--- config.mk ---
export PLATFORM = sky130hd
export DESIGN_NAME = dbg_reg_ctrl
export DESIGN_NICKNAME = d
export VERILOG_FILES = /design/src/rtl/dbg_reg_ctrl.sv
export SDC_FILE = /design/constraint.sdc
export NUM_CORES = 1
export LEC_CHECK = 0
export CORE_MARGIN = 3
export CORE_UTILIZATION = 44
export DETAILED_ROUTE_END_ITERATION = 10
export HOLD_SLACK_MARGIN = 0.08
export MAX_ROUTING_LAYER = met4
export PLACE_DENSITY = 0.85
export SKIP_LAST_GASP = 1
export SLEW_MARGIN = 20
export SYNTH_ARGS = -nofsm -noshare
export SYNTH_HDL_FRONTEND = slang
export SYNTH_SLANG_ARGS = --single-unit
--- constraint.sdc ---
create_clock -name mclk -period 3 [get_ports mclk]
set_input_delay 0.9 -clock mclk [delete_from_list [all_inputs] [get_ports mclk]]
set_output_delay 0.9 -clock mclk [all_outputs]
set_load 0.02 [all_outputs]
--- src/rtl/dbg_reg_ctrl.sv ---
// Debug-side register file initiator: halts the CPU, borrows the register file
// controls for one cycle to read or write Rn, then acknowledges.
module dbg_reg_ctrl #(
  parameter int HALT_TIMEOUT = 64,
  parameter int TMO_W        = 7
) (
  input  logic        mclk,
  input  logic        puc_n,
  input  logic        dbg_req,
  input  logic        dbg_wr,
  input  logic [3:0]  dbg_addr,
  input  logic [15:0] dbg_wdata,
  input  logic        dbg_halt_keep,
  output logic        dbg_ack,
  output logic        dbg_err,
  output logic [15:0] dbg_rdata,
  output logic        dbg_busy,
  input  logic        cpu_halted,
  input  logic [15:0] reg_src,
  output logic        dbg_halt_req,
  output logic        dbg_mux_sel,
  output logic [15:0] dbg_inst_src,
  output logic [15:0] dbg_inst_dest,
  output logic [15:0] dbg_reg_dest_val,
  output logic        dbg_reg_dest_wr,
  output logic        dbg_inst_bw
);

  typedef enum logic [1:0] {IDLE, HALT, SEL, DONE} state_t;

  localparam logic [TMO_W-1:0] TMO_LAST = TMO_W'(HALT_TIMEOUT - 1);

  state_t            state_q, state_d;
  logic [TMO_W-1:0]  cnt_q, cnt_d;
  logic              fault;
  logic              wr_q, wr_d;
  logic [3:0]        addr_q, addr_d;
  logic [15:0]       wdata_q, wdata_d;
  logic              keep_q;
  logic              ack_q, ack_d;
  logic              err_q, err_d;
  logic [15:0]       rdata_q, rdata_d;

  always_ff @(posedge mclk or negedge puc_n) begin
    if (!puc_n) state_q <= IDLE;
    else        state_q <= state_d;
  end

  always_comb begin
    state_d = state_q;
    cnt_d   = cnt_q;
    fault   = 1'b0;
    case (state_q)
      IDLE: begin
        cnt_d = '0;
        if (dbg_req) begin
          // R3 is the constant generator: writes are refused without touching the CPU
          if (dbg_wr && dbg_addr == 4'd3) begin
            state_d = DONE;
            fault   = 1'b1;
          end else begin
            state_d = HALT;
          end
        end
      end
      HALT: begin
        if (cpu_halted) begin
          state_d = SEL;
          cnt_d   = '0;
        end else if (cnt_q == TMO_LAST) begin
          state_d = DONE;
          fault   = 1'b1;
          cnt_d   = '0;
        end else begin
          cnt_d = cnt_q + 1'b1;
        end
      end
      SEL:     state_d = DONE;
      default: state_d = IDLE;
    endcase
  end

  always_comb begin
    wr_d    = wr_q;
    addr_d  = addr_q;
    wdata_d = wdata_q;
    if (state_q == IDLE && dbg_req) begin
      wr_d    = dbg_wr;
      addr_d  = dbg_addr;
      wdata_d = dbg_wdata;
    end
    ack_d   = (state_d == DONE);
    err_d   = (state_d == DONE) && fault;
    rdata_d = (state_q == SEL && !wr_q) ? reg_src : rdata_q;
  end

  always_ff @(posedge mclk or negedge puc_n) begin
    if (!puc_n) begin
      cnt_q   <= '0;
      wr_q    <= 1'b0;
      addr_q  <= '0;
      wdata_q <= '0;
      keep_q  <= 1'b0;
      ack_q   <= 1'b0;
      err_q   <= 1'b0;
      rdata_q <= '0;
    end else begin
      cnt_q   <= cnt_d;
      wr_q    <= wr_d;
      addr_q  <= addr_d;
      wdata_q <= wdata_d;
      keep_q  <= dbg_halt_keep;
      ack_q   <= ack_d;
      err_q   <= err_d;
      rdata_q <= rdata_d;
    end
  end

  // Register file controls come only from state and latched fields.
  always_comb begin
    dbg_busy         = (state_q != IDLE);
    dbg_mux_sel      = (state_q == SEL);
    dbg_halt_req     = (state_q == HALT || state_q == SEL) ? 1'b1 : keep_q;
    dbg_inst_src     = (state_q == SEL && !wr_q) ? (16'h0001 << addr_q) : 16'h0000;
    dbg_inst_dest    = (state_q == SEL &&  wr_q) ? (16'h0001 << addr_q) : 16'h0000;
    dbg_reg_dest_val = (state_q == SEL &&  wr_q) ? wdata_q : 16'h0000;
    dbg_reg_dest_wr  = (state_q == SEL &&  wr_q);
    dbg_inst_bw      = 1'b0;
    dbg_ack          = ack_q;
    dbg_err          = err_q;
    dbg_rdata        = rdata_q;
  end

endmodule

==> summary.txt, run 1 <==
Outcome
  – Status: finished, final reports clean

Timing
  – Setup TNS after final layout: 0 ns
  – Final Hold Viols: 0
  – Worst Tran Pin Value: approximately 0.6 ns
  – Setup Skew: 0.01409 ns
  – Crit path time final: about 2.9 ns
  – Max Slew Vio Count: 0
  – RSZ-0062 raised after global routing: yes
  – Final clock period utilization by the worst path: slightly below 100%
  – Max Freq: ~340 MHz
  – Endpoints failing setup: 0
  – Worst rel slew slack: around 60%

CTS
  – CTS Sinks: between 40 and 50
  – H-tree depth: 2
  – Clock-pin slew on the worst setup and hold paths: about 0.09 ns
  – Worst-Skew Late Latency: 0.31 ns
  – Cts bufs inserted: 5
  – Post-CTS Setup Inserts: 0
  – Root buf cell: clkbuf_8
  – Longest Clk Path Bufs: 2
  – CTS tree: yes
  – Hold_buf cts: 0

Cells and area
  – N_diodes: 0
  – Fin util: 69.86%
  – Fin nets: between 400 and 500
  – Number of fill cells: about 420
  – P&R area growth vs syn: 50.34%
  – Final Instance Area: 3636 sq um
  – Layout cells sized above 1: between 10 and 15%

Global routing
  – Largest net degree at the start of global routing: 50
  – Gr usage total: 20.80%
  – First-pass GRT wire length: between 10000 and 15000 microns
  – Vias in the first global route: ~2200
  – Initial antenna violation count: 0
  – Aggregate global routing overflow: 0

Worst setup path
  – Crit-path max FO: 4
  – Setup slack, reg-to-reg: approximately 1.1 ns
  – Worst Path Arrival: 2.00 ns
  – Worst flop-to-flop path startpoint: state_q[1]
  – RR Endpoint: dbg_err
  – Worst setup SP type: register
  – Crit Path Category: reg2out
  – Nature of the critical path endpoint: output port
  – Reg2reg path depth: 6
  – Worst path required time: around 2.1 ns

Routing
  – Post-route DRC: 0
  – First DRT Iteration DRCs: about 140
  – Vias: 2255
  – Post-route ant nets: 0
  – Via-to-Cell Ratio: slightly above 5
  – Wire per inst: about 14 microns
  – Drt total wl: ~6400 microns
  – DRT Pass-1 Iters: 4

Logic synthesis
  – Yosys top cell by area: dfrtp_1
  – Synth unique cells: 32
  – Synth Net Count: 309
  – Sequential-to-total area share from yosys stat: between 50 and 60%
  – Top cell type's share of synthesized area: between 50% and 60%
  – Cell count after synthesis: about 260
  – Main area contributors after synthesis: dfrtp_1, nand2_1, mux2_2
  – Synth Register Bits: between 40 and 50
  – Post-Syn Area per Cell: between 9 and 10 sq um
  – Post-Syn Area: between 2000 and 2500 sq um
  – Synth warnings: 0

Floorplanning
  – Die H: 80.14 microns
  – # IOs: roughly 110
  – Core area: 5205 sq um
  – Starting Density: a little under half
  – Die Width: between 80 and 90 microns
  – Num rows: 26
  – DIE AREA: around 6400 sq um

Job
  – Max Cap Viol: 0

Power and ir drop
  – Power Density: about 880 nW/um^2
  – Max IR drop VDD: 0.0005596 V
  – Tot Pwr: 3202 uW
  – Leakage: approximately 0.0018 uW

Worst hold path
  – WHS Path Cells: 2
  – Hold endpoint: dbg_rdata[1]
  – HP Start: dbg_rdata[1]
  – HP Class: reg2reg

Placement
  – RePlAce Congestion: 0.7926
  – Hpwl dp: roughly 4700 microns
  – Buffers added on ports: ~110
  – Dpl cell area: 3603 sq um
[what timing repair did]
action	4_1_cts	5_1_grt
endpoints found under the hold margin	0	0
pin swaps	0	0
setup endpoints to repair	48	21
resized for setup	49	22
[cell usage after synthesis]
master and n:
or3_1 1, nor2_1 22, nand4b_1 1, or2_2 2
o31ai_1 3, mux2_2 20, inv_1 6, conb_1 1
nand2_2 3, inv_2 1, nand3_1 4, o211ai_1 1
a2111oi_2 1, nand2b_1 5, nor3_1 16, buf_4 1
o21a_1 1, nand3b_1 1, nor2b_1 2, clkbuf_1 5
o21ai_0 8, dfrtp_1 49, nor4_1 7, or4_1 1
a21o_1 1, and3_1 16, a21oi_1 2, a22oi_1 1
buf_2 10, ha_1 5, nand2b_2 1, nand2_1 64
[stage by stage]
step / hold slack, ns / setup WS [ns] / std cells
after floorplan: 0.4484 / 0.1332 / 262
after global placement: 0.4575 / 0.07247 / 436
after detailed placement: 0.4646 / -0.02897 / 436
after CTS: 0.4875 / -0.01989 / 444
after global routing: 0.5135 / -0.007773 / 444
final: 0.4855 / 0.09753 / 444
[state kept, by name (all words and copies together) (netlist names)]
signal     flops
cnt_q          7
dbg_ack        1
state_q        2
wdata_q       16
dbg_err        1
wr_q           1
addr_q         4
keep_q         1
dbg_rdata     16
[logic make-up after synthesis]
logic type,count (synthesis),synth area share (%)
flip-flops,49,50.70
AO/OA/AOI/OAI,18,4.863
multiplexers,20,9.312
buffers and inverters,23,4.242
other,1,0.1551
adder cells (fa/ha/maj),5,2.587
AND/OR/NAND/NOR,146,28.14
[routing by layer]
| layer | part of all wire [%] | global-route usage, % | routed length [microns] | vias up |
|---|---|---|---|---|
| met5 | 0 | - | 0 | - |
| met2 | 47 | 32.95 | 3030 | 91 |
| li1 | - | - | - | 1096 |
| met1 | 42 | 26.52 | 2719 | 1060 |
| met3 | 8.9 | 5.830 | 569 | 8 |
| met4 | 1.3 | 5.068 | 85 | 0 |
[worst max path at each step]
stage / slack (ns) / start / end / cells after the start
after global placement: 0.07 / state_q[0] / dbg_inst_src[1] / 6
after floorplan: 0.13 / state_q[0] / dbg_inst_dest[1] / 7
final: 0.1 / state_q[1] / dbg_halt_req / 4
after global routing: -0.008 / state_q[1] / dbg_halt_req / 4
after detailed placement: -0.03 / state_q[0] / dbg_inst_src[1] / 6
after CTS: -0.02 / state_q[0] / dbg_inst_src[1] / 6
[layout make-up]
type	count	area (sq um)	area share, %
tap	70	87.58	2.409
inverter	7	26.28	0.7226
clock inverter	3	21.27	0.5850
sequential	49	1226	33.72
clock buffer	5	68.82	1.893
multi-input combinational	190	1110	30.52
timing repair buffer	120	1096	30.14
[critical path, stage by stage (launching register included)]
cell and delay, ns:
dfrtp_1 0.45, inv_1 0.11, ha_1 0.29, or2_2 0.29
clkdlybuf4s50_1 0.56
[placed cells by master, fill, tap and decap left out, types with 2 or more instances in the layout]
| master | synthesis | layout |
|---|---|---|
| nand2_1 | 64 | 63 |
| clkdlybuf4s50_1 | 0 | 62 |
| dfrtp_1 | 49 | 49 |
| dlygate4sd2_1 | 0 | 41 |
| nor2_1 | 22 | 22 |
| mux2_2 | 20 | 20 |
| and3_1 | 16 | 16 |
| nor3_1 | 16 | 16 |
| buf_4 | 1 | 9 |
| o21ai_0 | 8 | 8 |
| nor4_1 | 7 | 7 |
| inv_1 | 6 | 6 |
| clkbuf_8 | 0 | 5 |
| clkbuf_2 | 0 | 5 |
| nand2_2 | 3 | 4 |
| nand3_1 | 4 | 4 |
| nand2b_1 | 5 | 4 |
| ha_1 | 5 | 4 |
| o31ai_1 | 3 | 3 |
| or2_2 | 2 | 2 |
| nand2b_2 | 1 | 2 |
| a21oi_1 | 2 | 2 |
[where the power goes]
part	total [uW]	internal, uW	switching (uW)
logic	1670	745	926
clock network	404	166	238
registers	1130	938	188
total	3200	1850	1350
(Power assumes the default switching activity.)
==> run 2, diff against run 1 <==
--- a/config.mk
+++ b/config.mk
@@ -6,11 +6,11 @@
 export NUM_CORES = 1
 export LEC_CHECK = 0
 export CORE_MARGIN = 3
-export CORE_UTILIZATION = 44
+export CORE_UTILIZATION = 45
+export CTS_BUF_LIST = sky130_fd_sc_hd__clkbuf_8
 export DETAILED_ROUTE_END_ITERATION = 10
 export HOLD_SLACK_MARGIN = 0.08
-export MAX_ROUTING_LAYER = met4
-export PLACE_DENSITY = 0.85
+export PLACE_DENSITY = 0.87
 export SKIP_LAST_GASP = 1
 export SLEW_MARGIN = 20
 export SYNTH_ARGS = -nofsm -noshare
==> constraint.sdc (replaced) <==
create_clock -name mclk -period 3.6 [get_ports mclk]
set_input_delay 1.08 -clock mclk [delete_from_list [all_inputs] [get_ports mclk]]
set_output_delay 1.08 -clock mclk [all_outputs]
set_load 0.02 [all_outputs]
==> run 2 against run 1 <==
Effect of this change:
- setup slack better by 0.053 ns
- core utilization rose by 1.4 points
- worst hold slack better by 0.00098 ns
- clock power decreased by 17%
- sequential power is 11% lower
- sequential cell count did not move
- design area increased by 0.79%
- wire length grew 3.8%
- via count is 1.3% higher
- clock-buffer cell count is the same
- combinational power down 21%
- critical endpoint is now dbg_inst_src[1]
- largest power group unchanged
==> summary.txt, run 2 (same netlist as run 1, synthesis figures left out) <==
Outcome
  – Status: finished, final reports clean

Routing
  – First DRT Iteration DRCs: 91 (-34%)
  – DRT Pass-1 Iters: 4 (unchanged)
  – Post-route ant nets: 0 (unchanged)
  – Post-route DRC: 0 (unchanged)
  – Wire per inst: 15.15 microns (+5.0%)
  – Via-to-Cell Ratio: 5.205 (+2.5%)
  – Drt total wl: 6649 microns (+3.8%)
  – Vias: 2285 (+1.3%)

Placement
  – Hpwl dp: 4924 microns (+5.9%)
  – Buffers added on ports: 111 (unchanged)
  – Inst Count DP: 431 (-1.1%)
  – Place WS: 0.5252 ns (+0.5541 ns)
  – RePlAce Congestion: 0.7847 (-1.0%)

CTS
  – Root buf cell: clkbuf_8
  – Worst-Skew Late Latency: 0.30 ns (about the same)
  – Cts bufs inserted: 5 (unchanged)
  – CTS Sinks: 49 (unchanged)
  – Clock-pin slew on the worst setup and hold paths: 0.09 ns (about the same)
  – Longest Clk Path Bufs: 2 (unchanged)
  – Hold_buf cts: 0 (unchanged)
  – Post-CTS Setup Inserts: 0 (unchanged)
  – H-tree depth: 2 (unchanged)
  – CTS tree: yes

Floorplanning
  – Starting Density: 47.05% (+0.59 points)
  – Core area: 5140 sq um (-1.2%)
  – DIE AREA: 6290 sq um (-2.1%)
  – Die Width: 79.31 microns (-1.0%)
  – Die H: 79.31 microns (-1.0%)
  – Num rows: 26 (unchanged)
  – # IOs: 113 (unchanged)

Worst setup path
  – Crit Path Category: reg2out
  – Worst path slowest cell: clkdlybuf4s50_1
  – Max incr delay on CP: 0.65 ns (+0.09 ns)
  – Critical path origin: state_q[0]
  – Critical path cell sequence: inv_1 > ha_1 > nor2b_1 > nand2_1 > nor4_1 > clkdlybuf4s50_1
  – Buf/Inv on CP: 2 (unchanged)
  – CP top delay family: buffers and inverters
  – Worst Path Arrival: 2.37 ns (+0.37 ns)
  – Worst setup SP type: register
  – Nature of the critical path endpoint: output port
  – Crit-path max FO: 8 (+4)
  – Worst path required time: 2.52 ns (+0.42 ns)
  – Worst flop-to-flop path startpoint: state_q[1]

Cells and area
  – N_diodes: 0 (unchanged)
  – Final Non-Filler Cells: 439 (-1.1%)
  – Number of fill cells: 385 (-9.0%)
  – P&R area growth vs syn: 51.53%
  – Fin util: 71.30% (+1.4 points)
  – Fin nets: 415 (-1.2%)
  – Commonest non-fill, non-tap cell in the layout: clkdlybuf4s50_1
  – Most frequent cells in the layout: clkdlybuf4s50_1, nand2_1, dfrtp_1
  – Layout cells sized above 1: 11.38% (-3.3 points)

Global routing
  – Initial antenna violation count: 0 (unchanged)
  – Aggregate global routing overflow: 0 (unchanged)
  – Largest net degree at the start of global routing: 50 (unchanged)
  – Vias in the first global route: 2241 (+2.9%)
  – Gr usage total: 21.75% (+0.95 points)
  – First-pass GRT wire length: 10820 microns (+5.2%)

Timing
  – Setup TNS after final layout: 0 ns (unchanged)
  – Crit path time final: 3.450 ns
  – Final setup margin: 0.1504 ns (+0.05283 ns)
  – Setup Skew: 0.003718 ns (-0.01037 ns)
  – RSZ-0062 raised after global routing: no
  – Max Slew Vio Count: 0 (unchanged)
  – Worst rel slew slack: 59.73% (+0.21 points)
  – Final Hold Viols: 0 (unchanged)
  – Final clock period utilization by the worst path: 95.82%
  – Worst Tran Pin Value: 0.6041 ns (-0.003145 ns)
  – Max Freq: slightly below 300 MHz
  – Endpoints failing setup: 0 (unchanged)

Power and ir drop
  – Power Density: 726.3 nW/um^2 (-18%)
  – Max IR drop VDD: 0.0004262 V (-24%)
  – Leakage: 0.001585 uW (-13%)

Worst hold path
  – HP Start: dbg_rdata[3]
  – HP Class: reg2reg

Job
  – Max Cap Viol: 0 (unchanged)
-- run 2: worst paths after layout --
check                                  end  slack (ns)  depth (start not counted)
min reg2reg                   dbg_rdata[3]        0.49                          2
max                        dbg_inst_src[1]        0.15                          6
min in group asynchronous        addr_q[1]        0.78                          1
max in group asynchronous             wr_q        2.39                          1
max reg2reg                     state_q[0]        1.78                          6
min                           dbg_rdata[3]        0.49                          2
-- run 2: area by class of cell --
class | instances | area, sq um | area share, %
clock inverter | 3 | 26.28 | 0.7170
clock buffer | 5 | 68.82 | 1.878
multi-input combinational | 190 | 1090 | 29.74
timing repair buffer | 115 | 1139 | 31.07
inverter | 7 | 26.28 | 0.7170
sequential | 49 | 1227 | 33.49
tap | 70 | 87.58 | 2.390
-- run 2: worst reg2reg max path: cells and delay by family, from the launching register on --
| kind | cells | cell delay, ns |
|---|---|---|
| compound gates | 2 | 0.54 |
| buf+inv | 2 | 0.22 |
| simple gates | 1 | 0.28 |
| fa+ha+maj | 1 | 0.23 |
| flops | 1 | 0.42 |
-- run 2: where the power goes --
group	switching, uW	internal, uW
clock network	193	141
logic	700	622
registers	224	782
-- run 2: what timing repair did --
item,4_1_cts,5_1_grt
endpoints found under the hold margin,0,0
gates resized for setup,0,1
endpoints found under the setup margin,0,3
-- run 2: per-stage QoR --
stage / hold slack (ns) / area, sq um / power (uW)
finish: 0.4865 / 3665 / 2662
global route: 0.5029 / 3665 / 2843
CTS: 0.4912 / 3661 / 2672
detailed placement: 0.4674 / 3566 / 2324
global placement: 0.4581 / 3566 / 2272
floorplan: 0.4484 / 2419 / 1771
-- run 2: layer usage --
metal	global-route usage [%]	part of all wire [%]	vias up	routed length, microns
met5	0	0	-	0
met1	26.34	40	1095	2674
li1	-	-	1094	-
met2	38.22	52	83	3433
met4	6.873	1.7	0	113
met3	4.989	6.4	13	428
